### src/rtl/sdram_fifo_pkg.sv
// Shared types and default widths for the SDRAM ring-buffer FIFO controller.
package sdram_fifo_pkg;

    localparam int DATA_W_DEF    = 16;
    localparam int ADDR_W_DEF    = 23;
    localparam int BURST_LEN_DEF = 8;

    typedef enum logic [1:0] {
        IDLE     = 2'd0,
        WR_BURST = 2'd1,
        RD_BURST = 2'd2
    } ctrl_state_e;

endpackage

### src/rtl/sync_fifo_fwft.sv
// Synchronous first-word-fall-through FIFO: head_o always shows the oldest
// stored word. Pushes while full and pops while empty are ignored.
module sync_fifo_fwft #(
    parameter int WIDTH = 16,
    parameter int DEPTH = 32,
    localparam int AW   = $clog2(DEPTH)
) (
    input  logic             clk,
    input  logic             rst,
    input  logic             push_i,
    input  logic [WIDTH-1:0] push_data_i,
    input  logic             pop_i,
    output logic [WIDTH-1:0] head_o,
    output logic [AW:0]      level_o,
    output logic             full_o,
    output logic             empty_o
);

    logic [WIDTH-1:0] mem_q [DEPTH];
    logic [AW-1:0]    wr_ptr_q;
    logic [AW-1:0]    rd_ptr_q;
    logic [AW:0]      level_q;
    logic [AW:0]      level_d;
    logic             push_ok;
    logic             pop_ok;

    assign full_o  = (level_q == (AW+1)'(DEPTH));
    assign empty_o = (level_q == '0);
    assign push_ok = push_i && !full_o;
    assign pop_ok  = pop_i && !empty_o;
    assign head_o  = mem_q[rd_ptr_q];
    assign level_o = level_q;

    // level follows accepted pushes minus accepted pops
    always_comb begin
        level_d = level_q;
        if (push_ok && !pop_ok) begin
            level_d = level_q + 1'b1;
        end else if (pop_ok && !push_ok) begin
            level_d = level_q - 1'b1;
        end
    end

    // storage and pointers; storage cleared so the head reads 0 out of reset
    always_ff @(posedge clk) begin
        if (rst) begin
            wr_ptr_q <= '0;
            rd_ptr_q <= '0;
            level_q  <= '0;
            for (int i = 0; i < DEPTH; i++) begin
                mem_q[i] <= '0;
            end
        end else begin
            if (push_ok) begin
                mem_q[wr_ptr_q] <= push_data_i;
                wr_ptr_q        <= wr_ptr_q + 1'b1;
            end
            if (pop_ok) begin
                rd_ptr_q <= rd_ptr_q + 1'b1;
            end
            level_q <= level_d;
        end
    end

endmodule

### src/rtl/sdram_fifo_ctrl.sv
// SDRAM-backed ring FIFO controller. User words are staged in a write FIFO
// and flushed to SDRAM in bursts; bursts are read back into a read FIFO.
// Macro SDRAM_FIFO_RD_PATH_EN builds the read path; without it only write
// bursts run and the ring stalls once full.
//
// state    | meaning
// IDLE     | choose next burst, write has priority
// WR_BURST | sd_wr_req high, one write-FIFO pop per sd_wr_ack
// RD_BURST | sd_rd_req high, one read-FIFO push per sd_rd_valid
module sdram_fifo_ctrl
    import sdram_fifo_pkg::*;
#(
    parameter int          DATA_W     = DATA_W_DEF,
    parameter int          ADDR_W     = ADDR_W_DEF,
    parameter int          BURST_LEN  = BURST_LEN_DEF,
    parameter int          FIFO_DEPTH = 32,
    parameter int unsigned BASE_ADDR  = 0,
    parameter int unsigned END_ADDR   = 2**23-1
) (
    input  logic              clk,
    input  logic              rst,
    input  logic              usr_wr_en,
    input  logic [DATA_W-1:0] usr_wr_data,
    output logic              usr_wr_full,
    output logic              usr_ovf,
    input  logic              usr_rd_en,
    output logic [DATA_W-1:0] usr_rd_data,
    output logic              usr_rd_empty,
    input  logic              rd_run,
    output logic              sd_wr_req,
    output logic [ADDR_W-1:0] sd_wr_addr,
    input  logic              sd_wr_ack,
    output logic [DATA_W-1:0] sd_wr_data,
    output logic              sd_rd_req,
    output logic [ADDR_W-1:0] sd_rd_addr,
    input  logic              sd_rd_valid,
    input  logic [DATA_W-1:0] sd_rd_data
);

    localparam int          LW          = $clog2(FIFO_DEPTH) + 1;
    localparam int          BW          = $clog2(BURST_LEN);
    // number of distinct burst start addresses in the ring
    localparam int unsigned RING_BURSTS = (END_ADDR - BASE_ADDR) / BURST_LEN + 1;
    localparam int          CNT_W       = $clog2(RING_BURSTS + 1);

    ctrl_state_e       state_q, state_d;
    logic [BW-1:0]     beat_q, beat_d;
    logic [ADDR_W-1:0] wr_addr_q, wr_addr_d;
    logic [ADDR_W-1:0] rd_addr_q, rd_addr_d;
    logic [CNT_W-1:0]  avail_q, avail_d;
    logic              ovf_q;
    logic              wr_done, rd_done;
    logic              wr_go, rd_go;
    logic              wr_beat, rd_beat;
    logic              last_beat;
    logic [LW-1:0]     wr_level;
    logic              wr_empty_unused;

    function automatic logic [ADDR_W-1:0] next_addr(input logic [ADDR_W-1:0] a);
        logic [ADDR_W:0] sum;
        sum = {1'b0, a} + (ADDR_W+1)'(BURST_LEN);
        if (sum > (ADDR_W+1)'(END_ADDR)) begin
            return ADDR_W'(BASE_ADDR);
        end
        return sum[ADDR_W-1:0];
    endfunction

    sync_fifo_fwft #(.WIDTH(DATA_W), .DEPTH(FIFO_DEPTH)) u_wr_fifo (
        .clk         (clk),
        .rst         (rst),
        .push_i      (usr_wr_en),
        .push_data_i (usr_wr_data),
        .pop_i       (wr_beat),
        .head_o      (sd_wr_data),
        .level_o     (wr_level),
        .full_o      (usr_wr_full),
        .empty_o     (wr_empty_unused)
    );

    assign wr_beat   = (state_q == WR_BURST) && sd_wr_ack;
    assign wr_go     = (wr_level >= LW'(BURST_LEN)) && (avail_q < CNT_W'(RING_BURSTS));
    assign last_beat = (beat_q == BW'(BURST_LEN - 1));
    assign sd_wr_req = (state_q == WR_BURST);
    assign sd_wr_addr = wr_addr_q;
    assign usr_ovf   = ovf_q;

`ifdef SDRAM_FIFO_RD_PATH_EN
    logic [LW-1:0] rd_level;
    logic          rd_full_unused;

    sync_fifo_fwft #(.WIDTH(DATA_W), .DEPTH(FIFO_DEPTH)) u_rd_fifo (
        .clk         (clk),
        .rst         (rst),
        .push_i      (rd_beat),
        .push_data_i (sd_rd_data),
        .pop_i       (usr_rd_en),
        .head_o      (usr_rd_data),
        .level_o     (rd_level),
        .full_o      (rd_full_unused),
        .empty_o     (usr_rd_empty)
    );

    assign rd_beat   = (state_q == RD_BURST) && sd_rd_valid;
    assign rd_go     = rd_run && (rd_level <= LW'(FIFO_DEPTH - BURST_LEN)) && (avail_q != '0);
    assign sd_rd_req = (state_q == RD_BURST);
`else
    logic unused_rd_inputs;

    assign unused_rd_inputs = ^{rd_run, usr_rd_en, sd_rd_valid, sd_rd_data};
    assign rd_beat      = 1'b0;
    assign rd_go        = 1'b0;
    assign sd_rd_req    = 1'b0;
    assign usr_rd_empty = 1'b1;
    assign usr_rd_data  = '0;
`endif
    assign sd_rd_addr = rd_addr_q;

    // burst sequencing: pick a burst in IDLE, count beats, advance address on the last one
    always_comb begin
        state_d   = state_q;
        beat_d    = beat_q;
        wr_addr_d = wr_addr_q;
        rd_addr_d = rd_addr_q;
        wr_done   = 1'b0;
        rd_done   = 1'b0;
        unique case (state_q)
            IDLE: begin
                beat_d = '0;
                if (wr_go) begin
                    state_d = WR_BURST;
                end else if (rd_go) begin
                    state_d = RD_BURST;
                end
            end
            WR_BURST: begin
                if (wr_beat) begin
                    if (last_beat) begin
                        state_d   = IDLE;
                        beat_d    = '0;
                        wr_addr_d = next_addr(wr_addr_q);
                        wr_done   = 1'b1;
                    end else begin
                        beat_d = beat_q + 1'b1;
                    end
                end
            end
            RD_BURST: begin
                if (rd_beat) begin
                    if (last_beat) begin
                        state_d   = IDLE;
                        beat_d    = '0;
                        rd_addr_d = next_addr(rd_addr_q);
                        rd_done   = 1'b1;
                    end else begin
                        beat_d = beat_q + 1'b1;
                    end
                end
            end
            default: state_d = IDLE;
        endcase
    end

    // bursts held in SDRAM: up on write completion, down on read completion, clamped to the ring
    always_comb begin
        avail_d = avail_q;
        if (wr_done && !rd_done && (avail_q != CNT_W'(RING_BURSTS))) begin
            avail_d = avail_q + 1'b1;
        end else if (rd_done && !wr_done && (avail_q != '0)) begin
            avail_d = avail_q - 1'b1;
        end
    end

    // controller registers; the overflow flag is sticky until reset
    always_ff @(posedge clk) begin
        if (rst) begin
            state_q   <= IDLE;
            beat_q    <= '0;
            wr_addr_q <= ADDR_W'(BASE_ADDR);
            rd_addr_q <= ADDR_W'(BASE_ADDR);
            avail_q   <= '0;
            ovf_q     <= 1'b0;
        end else begin
            state_q   <= state_d;
            beat_q    <= beat_d;
            wr_addr_q <= wr_addr_d;
            rd_addr_q <= rd_addr_d;
            avail_q   <= avail_d;
            ovf_q     <= ovf_q | (usr_wr_en & usr_wr_full);
        end
    end

endmodule

### config.mk
export PLATFORM = sky130hd
export DESIGN_NAME = sdram_fifo_ctrl
export DESIGN_NICKNAME = d
export VERILOG_FILES = /design/src/rtl/sdram_fifo_pkg.sv /design/src/rtl/sync_fifo_fwft.sv /design/src/rtl/sdram_fifo_ctrl.sv
export SDC_FILE = /design/constraint.sdc
export NUM_CORES = 1
export LEC_CHECK = 0
export CAP_MARGIN = 10
export CORE_UTILIZATION = 60
export DETAILED_ROUTE_END_ITERATION = 12
export PLACE_DENSITY = 0.79
export SLEW_MARGIN = 15
export SYNTH_ARGS = -nofsm -noshare
export SYNTH_HDL_FRONTEND = slang
export SYNTH_SLANG_ARGS = --single-unit
### constraint.sdc
create_clock -name clk -period 4.4 [get_ports clk]
set_clock_uncertainty 0.1 [all_clocks]
set_input_delay 1.32 -clock clk [delete_from_list [all_inputs] [get_ports clk]]
set_output_delay 1.32 -clock clk [all_outputs]
set_load 0.1 [all_outputs]
==> out/results.ini <==
[status]
status = complete, no violations

[grt]
grt_max_degree = 68
grt_overflow = 0
grt_usage_pct = 28.0
grt_pass1_vias = 15401
antenna_found_initial = 0
grt_pass1_wl_um = 92300

[final_layout]
nNetsFinal = 1982
fillers = 2838
final_cells = 2561
area_growth_pct = 12.1
antennaDiodeCount = 0
final_area_um2 = 29900
final_layout_size_suffix_gt1_share_pct = 19.4

[cts]
cts.sinks = 579
cts-buffers-inserted = 57
path_clk_slew_ns = 0.06
cts_tree = yes
htree_levels = 2
clock-root-buffer = clkbuf_16
clock_latency_ns = 0.61
cts_buffer_depth = 3

[worst_hold_path]
hold_end = beat_q[1]$_SDFFE_PP0P_
whs_path_depth = 2
min_path_type = flip-flop to flip-flop
hp-start = beat_q[1]$_SDFFE_PP0P_

[drt]
drt_iter0_markers = 1532
wl_met3_um = 5670
wl_um = 61400
wl_met1_um = 24000
vias = 15699
wl_met2_um = 29700
antenna_left = 0
first_pass_iters = 5
route.detailed.drc = 0
routed.top_layer = met4
drt-vias-per-instance = 6.13
routedWlPerCell_um = 24.0

[synthesis]
synthArstFlopShare_pct = 0
ys.flop_type = edfxtp_1
synth.top_cell.area_share_pct = 57.6
ys_types = 52
synth_area_leader_cell = edfxtp_1
synth_warnings = 0
ys_top_cells_by_area = edfxtp_1, and2_1, mux4_2
synthesis.area_um2 = 26700
ys_seq_area_share_pct = 62.6
synth_edf_count = 512
syn_avg_cell_area_um2 = 14.2
synth_seq_cells = 579
netlist_instances = 1884

[timing]
max_slew_margin_pct = 34.3
rsz0062_at_grt = no
max_freq_mhz = 229
hold_violations = 0
finalSetupViolations = 0
tns_ns = 0
fin_crit_ns = 4.37
drv_slew = 0
min_period_over_period_pct = 99.2
tightestPinTransition_ns = 0.983

[critical_path]
cp.required_ns = 2.98
criticalPathCategory = flip-flop to output pin
r2r_end = u_wr_fifo.level_o[5]$_SDFFE_PP0P_
cp_max_fo = 12
max_stage_delay_ns = 0.57
cp_cell_sequence = buf_8 -> mux4_2 -> a22oi_1 -> nand4_1 -> buf_12
rr_startpoint = u_wr_fifo.level_o[0]$_SDFFE_PP0P_
worstPathArrival_ns = 2.95
r2r_slack_ns = 0.91
cp-end-kind = output pin
worst_path_max_delay_cell = mux4_2
ff2ff_path_depth = 10
startpoint_type = flip-flop

[power_and_ir_drop]
power.leakage_nw = 10.7
ir_drop_v = 0.000271
power.density_nw_per_um2 = 439

[floorplanning]
dieHeight_um = 213
die-area_um2 = 45300
rows = 76
core_um2 = 43500
die_x_um = 213
start_util_pct = 61.4
pin_count = 122

[placement]
placement.io_buffers = 58
gp_congestion = 0.846
place_hpwl_um = 38500
place_area_um2 = 28000
dp_cells = 2450

[job]
maxCapViolations = 0

repair_timing:
item / in CTS / in global routing
gates resized for setup: 10 / 5
endpoints found under the setup margin: 16 / 5
hold buffers: 0 / 0
cloned: 0 / 0
buffers inserted: 3 / 0
sequential cells by signal, indices dropped and copies added (netlist names), named ones only:
signal and cells:
avail_q 21, state_q 1, u_wr_fifo.mem_q 512, beat_q 3
u_wr_fifo.rd_ptr_q 5, usr_ovf 1, u_wr_fifo.level_o 6, sd_wr_addr 20
u_wr_fifo.wr_ptr_q 5
layout make-up:
cell class	instances	area (um^2)	area share [%]
clock buffer	68	1510	5.05
sequential	579	16700	55.9
inverter	19	71.3	0.238
tap	585	732	2.45
multi-input combinational	1137	9240	30.9
timing repair buffer	133	1300	4.34
clock inverter	40	342	1.14
per-stage QoR:
stage	hold slack, ns	setup WS [ns]	power, mW	utilization [%]
floorplan	0.349	0.295	7.77	-
global placement	0.357	0.328	8.32	64.5
detailed placement	0.363	0.278	8.38	64.5
CTS	0.374	0.0106	13.2	69.0
global route	0.412	0.00294	13.5	68.9
finish	0.374	0.0340	13.1	68.9
layout by cell type, fill, tap and decap left out, drive strengths merged, types with 5 or more instances in the layout:
cell	n
nor2	82
ha	15
dfxtp	67
nand3b	7
or4	10
nor4	9
buf	105
nand2	23
and2	513
and3	5
mux2	8
nor2b	12
inv	21
nand4	27
xnor2	12
clkdlybuf4s50	28
edfxtp	512
nor3	12
mux2i	6
clkinv	31
a22oi	63
o21ai	17
nand2b	5
or2	35
conb	44
mux4	128
or3	14
o211ai	6
xor2	11
a21oi	24
o31ai	5
bufinv	6
clkbuf	68
nand3	13
synth_stat cells, types with 3 or more instances:
| cell type | n |
|---|---|
| and3_1 | 5 |
| nand3_1 | 13 |
| nand2b_1 | 5 |
| and2_1 | 513 |
| nand3b_1 | 7 |
| buf_1 | 10 |
| nand4_1 | 27 |
| a21oi_1 | 24 |
| a211oi_1 | 4 |
| mux2i_1 | 6 |
| nor4_1 | 9 |
| or3_1 | 14 |
| buf_2 | 12 |
| nor2b_1 | 12 |
| or4_1 | 10 |
| o31ai_1 | 5 |
| o21ai_0 | 17 |
| and4_1 | 3 |
| clkbuf_1 | 125 |
| nor3b_1 | 3 |
| dfxtp_1 | 67 |
| xnor2_1 | 12 |
| nor3_1 | 12 |
| edfxtp_1 | 512 |
| buf_4 | 44 |
| mux2_2 | 8 |
| nor2_1 | 82 |
| or2_2 | 35 |
| nand2_1 | 23 |
| o21a_1 | 3 |
| ha_1 | 15 |
| xor2_1 | 11 |
| mux4_2 | 128 |
| a22oi_1 | 63 |
| inv_1 | 19 |
| o211ai_2 | 4 |
per-layer routing:
layer	vias to the layer above	global-route usage [%]
met2	757	44.9
li1	6908	-
met5	-	0
met3	109	4.96
met4	0	9.10
met1	7925	39.0
worst max-delay path by stage:
stage                     slack, ns                           endpoint  cells after the start  startpoint
final                          0.03                      sd_wr_data[1]                      5   flip-flop
after global routing          0.003                      sd_wr_data[1]                      5   flip-flop
after CTS                      0.01                      sd_wr_data[1]                      5   flip-flop
after detailed placement       0.28  u_wr_fifo.level_o[5]$_SDFFE_PP0P_                     10   usr_wr_en
after global placement         0.33  u_wr_fifo.level_o[5]$_SDFFE_PP0P_                     10   usr_wr_en
after floorplan                0.29                     sd_wr_data[10]                      5   flip-flop
cells by family after synthesis:
family | Yosys count | synth area share [%]
DFF | 579 | 62.6
AOI/OAI and AO/OA | 131 | 3.40
and+or+nand+nor | 781 | 17.4
other | 2 | 0.0281
muxes | 142 | 11.4
buffers and inverters | 210 | 3.63
xor gates and xnor gates | 23 | 0.755
adders and majority gates | 16 | 0.778
critical path: cells and delay by family (launching register included):
kind                   cells  cell delay [ns]
AOI/OAI and AO/OA          1             0.39
buffers and inverters      2             0.49
DFF                        1             0.56
muxes                      1             0.57
and+or+nand+nor            1             0.30
where the power goes:
group	internal (mW)	switching, mW	total, mW
Combinational	0.601	1.35	1.95
Sequential	6.21	0.124	6.33
Clock	2.79	2.07	4.86
Total	9.60	3.55	13.1
Power figures use the tool's default switching activity.
==> edit: new RTL, same flow settings <==
Build with the macro `SDRAM_FIFO_RD_PATH_EN` defined.
--- a/src/rtl/sdram_fifo_ctrl.sv
+++ b/src/rtl/sdram_fifo_ctrl.sv
@@ -8,4 +8,6 @@
 // WR_BURST | sd_wr_req high, one write-FIFO pop per sd_wr_ack
 // RD_BURST | sd_rd_req high, one read-FIFO push per sd_rd_valid
+`define SDRAM_FIFO_RD_PATH_EN
+
 module sdram_fifo_ctrl
     import sdram_fifo_pkg::*;
Function: not settled (the Yosys comparison gave no result); the edit may change what the design does.
==> edit against the original RTL <==
- sequential power increased by 96%
- die area rose by 96%
- total power increased by 110%
- wire length grew 120%
- the flow now finishes with violations (negative setup slack)
- sequential share of layout area fell by 1.3 points
- cell area grew 100%
- setup slack lost 0.21 ns
- sequential cell count rose by 554
- fmax down 4.7%
- critical path type unchanged
- cell count rose by 92%
- synthesized cell count is 86% higher
- synthesized area up 97%
==> edit: results (changes against the original RTL) <==
metric,value,unit,change
"Warnings, synthesis",0,,unchanged
Max VDD drop,0.000536,V,+98%
"critical path fanouts, max",7,,-5
worst-skew pair later-pin latency,0.70,ns,+0.09 ns
DP Wirelength,80700,um,+110%
Final setup viols,32,,+32
share of layout cells above drive strength 1,23.0,%,+3.6 points
Post-synth top flop,edfxtp_1,,
gp weighted congestion,0.862,,+2.0%
Leak,21.8,nW,+100%
largest net degree at the start of global routing,77,,+13%
Avg Vias per Cell,6.30,,+2.8%
CTS max path bufs,3,,unchanged
number of global-route vias before repair,31500,,+100%
initial antenna violation count,4,,+4
Post-synth EDFFs,1024,,+100%
GRT Util Overall,29.9,%,+1.9 points
failing checks,negative setup slack,,
PnR worst setup slack,-0.179,ns,-0.213 ns
sequential area share after synthesis,62.5,%,-0.098 points
H-tree depth,3,,+1
1st-iter DRT viols,3662,,+140%
routed len/inst,26.8,um,+12%
Post-synth top cells,"and2_1 (1029), edfxtp_1 (1024), mux4_2 (321)",,
CTS buffer count,113,,+98%
Async SR Flop Fraction,0,%,unchanged
DR pass1 iterations,7,,+2
top post-synthesis cells by area,"edfxtp_1 (58%), mux4_2 (14%), and2_1 (12%), dfxtp_1 (4.1%), clkbuf_1 (1.3%)",,
Yosys cell types,64,,+23%
worst rel slew slack,15.4,%,-19 points
CP Data Arrival Time,3.16,ns,+0.21 ns
Area after DPL,0.0559,mm2,+99%
status,"complete, but fails checks",,
global-route wire length before repair,197000,um,+110%
number of port buffers,115,,+98%
Nets,3767,,+90%
Top Registers,"u_rd_fifo.mem_q (512), u_wr_fifo.mem_q (512), avail_q (21)",,
CP top delay family,multiplexers,,
## edit: where the power goes
part / internal, W / switching [W]
Sequential: 0.0122 / 0.000230
Clock: 0.00536 / 0.00406
Combinational: 0.00254 / 0.00314
Total: 0.0201 / 0.00743
## edit: path summary, 6_finish.rpt
path	start	endpoint	slack [ns]	depth (start not counted)
setup reg to reg	avail_q[11]$_SDFFE_PP0P_	avail_q[20]$_SDFFE_PP0P_	0.42	12
hold reg to reg	usr_ovf$_SDFF_PP0_	usr_ovf$_SDFF_PP0_	0.39	2
hold / removal	usr_ovf$_SDFF_PP0_	usr_ovf$_SDFF_PP0_	0.39	2
setup / recovery	register	usr_rd_data[8]	-0.18	7
## edit: timing repair
item                                    4_1_cts  5_1_grt
gates cloned                                  7        9
buffers inserted                             22        6
endpoints found under the setup margin       32       32
hold buffers                                  0        0
gates resized for setup                      48       15
## edit: logic make-up (layout without fill, tap and decap cells)
family / after synthesis / in the layout / synth area share, %
AO/OA/AOI/OAI: 149 / 149 / 1.79
XOR/XNOR: 65 / 65 / 1.08
adder cells (fa/ha/maj): 51 / 51 / 1.25
buffers and inverters: 299 / 557 / 2.51
flip-flops: 1133 / 1133 / 62.5
multiplexers: 358 / 358 / 14.5
other: 1 / 7 / 0.00712
AND/OR/NAND/NOR: 1454 / 1454 / 16.3
## edit: worst register-to-register path, stage by stage, from the launching register on
cell and delay [ns]:
dfxtp_1 0.33, nor4_1 0.38, nand3_1 0.27, o311ai_2 0.62
inv_1 0.12, fa_1 0.42, nor2b_1 0.19, o31a_1 0.24
o31ai_2 0.09, o31a_1 0.33, a21oi_1 0.21, mux4_2 0.52
nor2_1 0.10
## edit: layout make-up
class / count / area (um2)
timing repair buffer: 324 / 3690
multi-input combinational: 2083 / 18600
tap: 1155 / 1450
clock inverter: 57 / 513
inverter: 22 / 82.6
fill: 5292 / 26600
antenna: 1 / 2.50
sequential: 1133 / 32900
clock buffer: 154 / 3080
## edit: per-stage QoR
stage,setup WS (ns),instances,TNS [ns]
after floorplan,0.242,3515,0
after global placement,-0.156,4678,-0.313
after detailed placement,-0.203,4678,-0.553
after CTS,-0.180,4918,-4.84
after global routing,-0.191,4928,-5.10
final,-0.179,4929,-4.18
## edit: layer usage
| metal | global-route usage (%) | wire length [um] | vias to the layer above |
|---|---|---|---|
| met5 | 0 | 23 | - |
| met4 | 11.2 | 4660 | 4 |
| met3 | 5.02 | 13000 | 241 |
| met2 | 48.6 | 65000 | 1653 |
| met1 | 40.9 | 49400 | 16000 |
| li1 | - | - | 13200 |
